==> src/rtl/cpu_pkg.sv <==
// Shared widths, flag bit positions and sequencer state encoding for the CPU slice.
package cpu_pkg;

    localparam int PC_W   = 8;
    localparam int FLAG_W = 4;
    localparam int CNT_W  = 16;

    // Positions of the NZVC bits inside the flags register
    localparam int FLAG_N = 3;
    localparam int FLAG_Z = 2;
    localparam int FLAG_V = 1;
    localparam int FLAG_C = 0;

    typedef enum logic [1:0] {
        ST_IDLE = 2'd0,
        ST_RUN  = 2'd1,
        ST_STEP = 2'd2,
        ST_HALT = 2'd3
    } seq_state_t;

endpackage

==> src/rtl/sat_counter.sv <==
// Up-counter that sticks at its all-ones value instead of wrapping.
module sat_counter #(
    parameter int W = 16
) (
    input  logic         clk,
    input  logic         rst,
    input  logic         en,
    output logic [W-1:0] count
);

    logic [W-1:0] count_r;
    logic         at_max_s;

    assign at_max_s = (count_r == {W{1'b1}});

    // Count enabled cycles, holding once the maximum is reached
    always_ff @(posedge clk or posedge rst) begin
        if (rst) begin
            count_r <= '0;
        end else if (en && !at_max_s) begin
            count_r <= count_r + {{(W-1){1'b0}}, 1'b1};
        end else begin
            count_r <= count_r;
        end
    end

    assign count = count_r;

endmodule

==> src/rtl/pc_sequencer.sv <==
// Program counter, NZVC flags and run/step/halt control feeding the jump ROM.
module pc_sequencer
    import cpu_pkg::*;
#(
    parameter logic [PC_W-1:0] RESET_PC          = 8'h00,
    parameter bit              HALT_ON_SELF_JUMP = 1'b1
) (
    input  logic              clk,
    input  logic              reset,
    input  logic              run,
    input  logic              step,
    input  logic              halt_req,
    input  logic              jump,
    input  logic [PC_W-1:0]   jaddr,
    input  logic [FLAG_W-1:0] flags_in,
    input  logic              flags_we,
    output logic [PC_W-1:0]   pc,
    output logic [FLAG_W-1:0] nzvc,
    output logic              running,
    output logic              halted,
    output logic [CNT_W-1:0]  retired
);

    seq_state_t        state_r;
    seq_state_t        state_next_s;
    logic [PC_W-1:0]   pc_r;
    logic [FLAG_W-1:0] nzvc_r;
    logic              running_r;
    logic              halted_r;
    logic              advance_s;
    logic              self_jump_s;
    logic [PC_W-1:0]   pc_next_s;

    // Decide whether an instruction retires this cycle and where the FSM goes next
    always_comb begin
        state_next_s = state_r;
        advance_s    = 1'b0;
        self_jump_s  = 1'b0;
        pc_next_s    = pc_r;

        case (state_r)
            ST_IDLE: begin
                if (run) begin
                    state_next_s = ST_RUN;
                end else if (step) begin
                    state_next_s = ST_STEP;
                end else begin
                    state_next_s = ST_IDLE;
                end
            end
            ST_RUN: begin
                if (halt_req) begin
                    state_next_s = ST_HALT;
                end else begin
                    advance_s    = 1'b1;
                    state_next_s = run ? ST_RUN : ST_IDLE;
                end
            end
            ST_STEP: begin
                advance_s    = 1'b1;
                state_next_s = ST_IDLE;
            end
            ST_HALT: begin
                state_next_s = ST_HALT;
            end
            default: begin
                state_next_s = ST_IDLE;
            end
        endcase

        if (advance_s) begin
            pc_next_s   = jump ? jaddr : (pc_r + 8'd1);
            self_jump_s = HALT_ON_SELF_JUMP && jump && (jaddr == pc_r);
        end else begin
            pc_next_s   = pc_r;
            self_jump_s = 1'b0;
        end

        // A jump onto itself is a deliberate stop: retire it, then halt
        if (self_jump_s) begin
            state_next_s = ST_HALT;
        end else begin
            state_next_s = state_next_s;
        end
    end

    // State, PC, flags and status registers; reset aborts any in-flight instruction
    always_ff @(posedge clk or posedge reset) begin
        if (reset) begin
            state_r   <= ST_IDLE;
            pc_r      <= RESET_PC;
            nzvc_r    <= 4'b0000;
            running_r <= 1'b0;
            halted_r  <= 1'b0;
        end else begin
            state_r   <= state_next_s;
            pc_r      <= pc_next_s;
            running_r <= (state_next_s == ST_RUN) || (state_next_s == ST_STEP);
            halted_r  <= (state_next_s == ST_HALT);
            if (advance_s && flags_we) begin
                nzvc_r <= flags_in;
            end else begin
                nzvc_r <= nzvc_r;
            end
        end
    end

    sat_counter #(
        .W (CNT_W)
    ) u_retired (
        .clk   (clk),
        .rst   (reset),
        .en    (advance_s),
        .count (retired)
    );

    assign pc      = pc_r;
    assign nzvc    = nzvc_r;
    assign running = running_r;
    assign halted  = halted_r;

endmodule

==> config.mk <==
export PLATFORM = sky130hd
export DESIGN_NAME = pc_sequencer
export DESIGN_NICKNAME = d
export VERILOG_FILES = /design/src/rtl/cpu_pkg.sv /design/src/rtl/sat_counter.sv /design/src/rtl/pc_sequencer.sv
export SDC_FILE = /design/constraint.sdc
export NUM_CORES = 1
export LEC_CHECK = 0
export ABC_AREA = 1
export BUFFER_PORTS_ARGS = -buffer_cell sky130_fd_sc_hd__clkbuf_2
export CORE_MARGIN = 5
export CORE_UTILIZATION = 54
export CTS_CLUSTER_DIAMETER = 200
export DETAILED_ROUTE_END_ITERATION = 10
export PLACE_DENSITY = 0.8
export SLEW_MARGIN = 30
export SYNTH_ARGS = -nofsm -noshare
export SYNTH_HDL_FRONTEND = slang
export SYNTH_SLANG_ARGS = --single-unit
==> constraint.sdc <==
create_clock -name clk -period 1.9 [get_ports clk]
set_input_delay 0.38 -clock clk [delete_from_list [all_inputs] [get_ports clk]]
set_output_delay 0.38 -clock clk [all_outputs]
set_load 0.1 [all_outputs]
# Word-level counts from Yosys, hierarchy flattened
# Index checks and enable logic that the tools add are counted.
[word_totals]
regBits = 32
rom_bits = 0
latchBits = 0
word_cells = 32
output_inout_bits = 30
mem_count = 0
input_bits = 19
mem_bits_rw = 0
[classes]
shifts = 0
bitwise = 0
n_addsub = 2
magnitude_cmp = 0
mul = 0
reduce_logical = 6
n_div = 0
n_eq_ne = 8
n_mux = 10
[ops]
columns = ["cell", "count"]
rows = [
  ["adder 16 x 1 -> 16 bit, second input constant", 1],
  ["equality test 16 bit, second input constant", 1],
  ["adder 8 x 1 -> 8 bit, second input constant", 1],
  ["equality test 2 bit, second input constant", 4],
  ["equality test 8 bit", 1],
  ["2-to-1 mux 2 bit", 4],
  ["2-to-1 mux 8 bit", 1],
  ["one-hot mux 2 bit (4 select lines)", 1],
  ["equality test 2 x 1 -> 1 bit, second input constant", 2],
  ["logical AND 1 bit", 3],
  ["2-to-1 mux 1 bit", 3],
  ["logical NOT 2 bit", 1],
  ["one-hot mux 1 bit (2 select lines)", 1],
  ["logical NOT 1 bit", 1],
  ["logical OR 1 bit", 1],
]

# Longest topological paths before layout
[depth]
word_depth = 6
depth_mapped = 10

# By module
# A second synthesis with hierarchy kept.
[hier_totals]
cells_unflattened = 319
hier_area_um2 = 2174.6
[modules_own_cells]
columns = ["module", "instances", "cells_per_inst", "area_each_um2"]
rows = [
  ["pc_sequencer", 1, 156, 1111.1],
  ["sat_counter", 1, 163, 1063.5],
]

# Worst setup path before layout
# Ideal clock, no wire load.
[synth_timing]
path_type = "register -> register"
start = "register u_retired.count_r[0], in the netlist u_retired.count[0]"
end = "register u_retired.count_r[12], in the netlist u_retired.count[12]"
t_arrival_ns = 2.038
synth_period_minus_slack_ns = 2.158
path_stages_with_launch = 10
path_slack_ns = -0.258
required_ns = 1.780
setup_time_ns = 0.120
path_cell_list = "dfrtp_1 -> ha_1 -> inv_1 -> nor2_2 -> nand2_2 -> nor2_4 -> nor2_4 -> buf_6 -> nand3b_2 -> nand2_1"
[synth_via]
elab_chain_len = 3
word_cells_on_any_way = 4
classes_between = "add/sub: 1; eq/ne: 1; reduce/logical: 2"
[synth_lines]
columns = ["item", "line_no", "source"]
rows = [
  ["from (decl)", "sat_counter.sv:11", "logic [W-1:0] count_r;"],
  ["from (signal assigned)", "sat_counter.sv:21", "count_r <= count_r + {{(W-1){1'b0}}, 1'b1};"],
  ["from (signal assigned)", "sat_counter.sv:23", "count_r <= count_r;"],
  ["parallel branches: the longest is 3 deep, another holds adder 16 x 1 -> 16 bit", "-", ""],
]
# Several ways; the timed one is not identified.
# A chain may end at the register's enable or synchronous reset.

# Worst setup path in the final report
[layout_timing]
start = "register state_r[1]"
end = "register u_retired.count_r[6], in the netlist u_retired.count[6]"
[layout_via]
elab_chain_len = 3
word_cells_on_any_way = 4
classes_between = "eq/ne: 2; mux: 1; reduce/logical: 1"
[layout_lines]
columns = ["item", "line_no", "source"]
rows = [
  ["from (decl)", "pc_sequencer.sv:24", "seq_state_t state_r;"],
  ["from (signal assigned)", "pc_sequencer.sv:96", "state_r <= state_next_s;"],
  ["equality test 2 bit / equality test 2 x 1 -> 1 bit (equally long branches)", "pc_sequencer.sv:41", "case (state_r)"],
  ["one-hot mux 1 bit (2 select lines) (*)", "pc_sequencer.sv:41", ""],
  ["logical AND 1 bit (*)", "sat_counter.sv:20", "end else if (en && !at_max_s) begin"],
]
# Mark *: on every way between the ends. The rest lies on a longest branch, timed or not.

==> flow_metrics.env <==
export IMPL_status="complete, no violations"
export IMPL_ant_nets=0
export IMPL_grt_max_degree=33
export IMPL_ys_seq_area_frac=0.389
export IMPL_core_sq_um=3690
export IMPL_maxCapViolations=0
export IMPL_port_buffers=48
export IMPL_worst_path_max_delay_cell="dfrtp_1"
export IMPL_clk_pin_slew_ps=60
export IMPL_initial_core_util=0.558
export IMPL_wl_um=4730
export IMPL_worst_clock_skew_ps=6.14
export IMPL_cts_sinks=32
export IMPL_layout_commonest_cell="nand2_1"
export IMPL_area_growth_pct=20.5
export IMPL_cts_root_buf="clkbuf_8"
export IMPL_final_hold_violation_count=0
export IMPL_drc_errors=0
export IMPL_grt_pass1_vias=1943
export IMPL_ys_ff_latch=32
export IMPL_num_rows=22
export IMPL_fin_cells=395
export IMPL_dr_pass1_iters=5
export IMPL_netlist_area_sq_um=2060
export IMPL_cpPeakStageDelay_ps=400
export IMPL_end_kind="register"
export IMPL_postCtsHoldBufs=0
export IMPL_synthesis_nets=317
export IMPL_setup_viol=0
export IMPL_gp_congestion=0.826
export IMPL_setup_ws_ps=208
export IMPL_drtIter0Drc=127
export IMPL_diodes=0
export IMPL_cp_max_fo=19
export IMPL_final_cell_mix="106 x nand2_1, 48 x clkbuf_2, 37 x inv_1"
export IMPL_fin_nets=372
export IMPL_grt_antenna_before_repair=0
export IMPL_reg2reg_depth=9
export IMPL_post_route_period_util=0.891
export IMPL_hpwlAfterDp_um=3560
export IMPL_crit_chain="inv_1 > ha_1 > nand2_1 > nand2_1 > nand2_4 > inv_2 > o21ai_2 > nand2_1 > o21ai_0"
export IMPL_path_class="register to register"
export IMPL_netlist_instances=291
export IMPL_grt_pass1_wl_um=8290
export IMPL_track_usage=0.199
export IMPL_cts_buffers_inserted=5
export IMPL_dieArea_sq_um=5140
export IMPL_reg2reg_to="u_retired.count[6]"
export IMPL_hold_class="primary input to asynchronous set/reset pin"
export IMPL_yosysTopAreaCellShare=0.389
export IMPL_synth_area_leader_cell="dfrtp_1"
export IMPL_critPathArrivalTime_ps=1840
export IMPL_rsz0062_at_grt="no"
export IMPL_synth_warnings=0
export IMPL_tightestPinTransition_ps=547
export IMPL_cts_post_setup_buffers_inserted=0
export IMPL_cts_repair_resized=0
export IMPL_synth_top_cells_by_area="dfrtp_1 39%, nand2_1 19%, inv_1 6.8%"
export IMPL_fin_crit_ps=1690
export IMPL_cts_max_level=2
export IMPL_io_pins=49
export IMPL_gr_total_overflow=0
export IMPL_drive_gt1_frac=0.248
export IMPL_cp_data_required_time_ps=2050
export IMPL_fmax_mhz=591
export IMPL_syn_area_per_cell_sq_um=7.07
export IMPL_via_per_inst=5.09
export IMPL_slew_headroom=0.637
export IMPL_cts_tree="built"
export IMPL_fin_util=0.672
export IMPL_place_ws_ps=205
export IMPL_die_w_um=71.7
export IMPL_drv_slew=0
export IMPL_critPathMostFrequentCell="nand2_1"
export IMPL_wl_per_cell_um=12.0
export IMPL_insertion_delay_ps=280
export IMPL_dp_cells=387
export IMPL_vias=2011
export IMPL_regToRegSetupSlack_ps=210
export IMPL_yosysUniqueCellTypes=27
export IMPL_r2r_start="state_r[1]"
export IMPL_clockBufferDepth=2
export IMPL_worstSetupStartpointType="register"
export IMPL_die_y_um=71.7
## layer usage
layer	vias up	GRT usage	share of wire
li1	1033	-	-
met3	9	0.0477	0.053
met2	53	0.344	0.49
met5	-	0	0
met4	0	0.0585	0.015
met1	916	0.246	0.44
## flip-flops by register name, indices dropped and copies added, names as in the netlist
register,count
u_retired.count,16
pc,8
nzvc,4
state_r,2
halted,1
running,1
## metrics by stage
stage | area, sq um | hold slack (ps) | TNS [ps]
after detailed placement | 2380 | 466 | 0
final | 2480 | 153 | 0
after global placement | 2380 | 462 | 0
after global routing | 2480 | 208 | 0
after CTS | 2480 | 165 | 0
after floorplan | 2070 | 496 | -0.0867
## worst max-delay path by stage
stage                                to  cells after the start               start  slack (ps)
finish               u_retired.count[6]                      9          state_r[1]         210
global route         u_retired.count[6]                      9          state_r[1]          60
CTS                             running                      7          state_r[0]         180
detailed placement              running                      7          state_r[0]         210
global placement     u_retired.count[6]                      9          state_r[1]         300
floorplan           u_retired.count[12]                      8  u_retired.count[8]       -0.09
## logic make-up (layout without fill, tap and decap cells)
kind of cell | after synthesis | after routing | share of synthesized area
buf+inv | 43 | 99 | 0.0864
xor+xnor | 8 | 8 | 0.0341
simple gates | 170 | 170 | 0.358
compound gates | 31 | 31 | 0.0900
fa+ha+maj | 7 | 7 | 0.0426
flops | 32 | 32 | 0.389
## critical path, delay by kind of cell (launching register included)
kind | cells | cell delay [ps]
compound gates | 2 | 290
flops | 1 | 400
buf+inv | 2 | 340
simple gates | 4 | 330
fa+ha+maj | 1 | 190
## Yosys cell counts
| library cell | number |
|---|---|
| a22oi_1 | 1 |
| o21ai_2 | 6 |
| nand4_1 | 7 |
| o22ai_1 | 2 |
| or2_2 | 1 |
| nor3_1 | 1 |
| o21ai_0 | 14 |
| nor2_2 | 2 |
| clkinv_1 | 1 |
| buf_2 | 1 |
| inv_1 | 37 |
| inv_2 | 1 |
| a21oi_1 | 7 |
| nand2_1 | 106 |
| xnor2_1 | 6 |
| o211ai_1 | 1 |
| nor2_4 | 2 |
| ha_1 | 7 |
| nand2_2 | 5 |
| nand2_4 | 1 |
| buf_6 | 2 |
| clkbuf_1 | 1 |
| nand3b_2 | 1 |
| nor2_1 | 21 |
| nand3_1 | 23 |
| dfrtp_1 | 32 |
| xor2_1 | 2 |
## area by class of cell
| type | instances | area (sq um) |
|---|---|---|
| timing repair buffer | 52 | 283 |
| sequential | 32 | 811 |
| clock buffer | 8 | 100 |
| multi-input combinational | 216 | 1080 |
| fill | 332 | 1210 |
| inverter | 39 | 146 |
| tap | 48 | 60.1 |
Power is left out: the tool's default activity adds up to more than one toggle a clock period on the data nets, which glitch-free logic cannot reach.
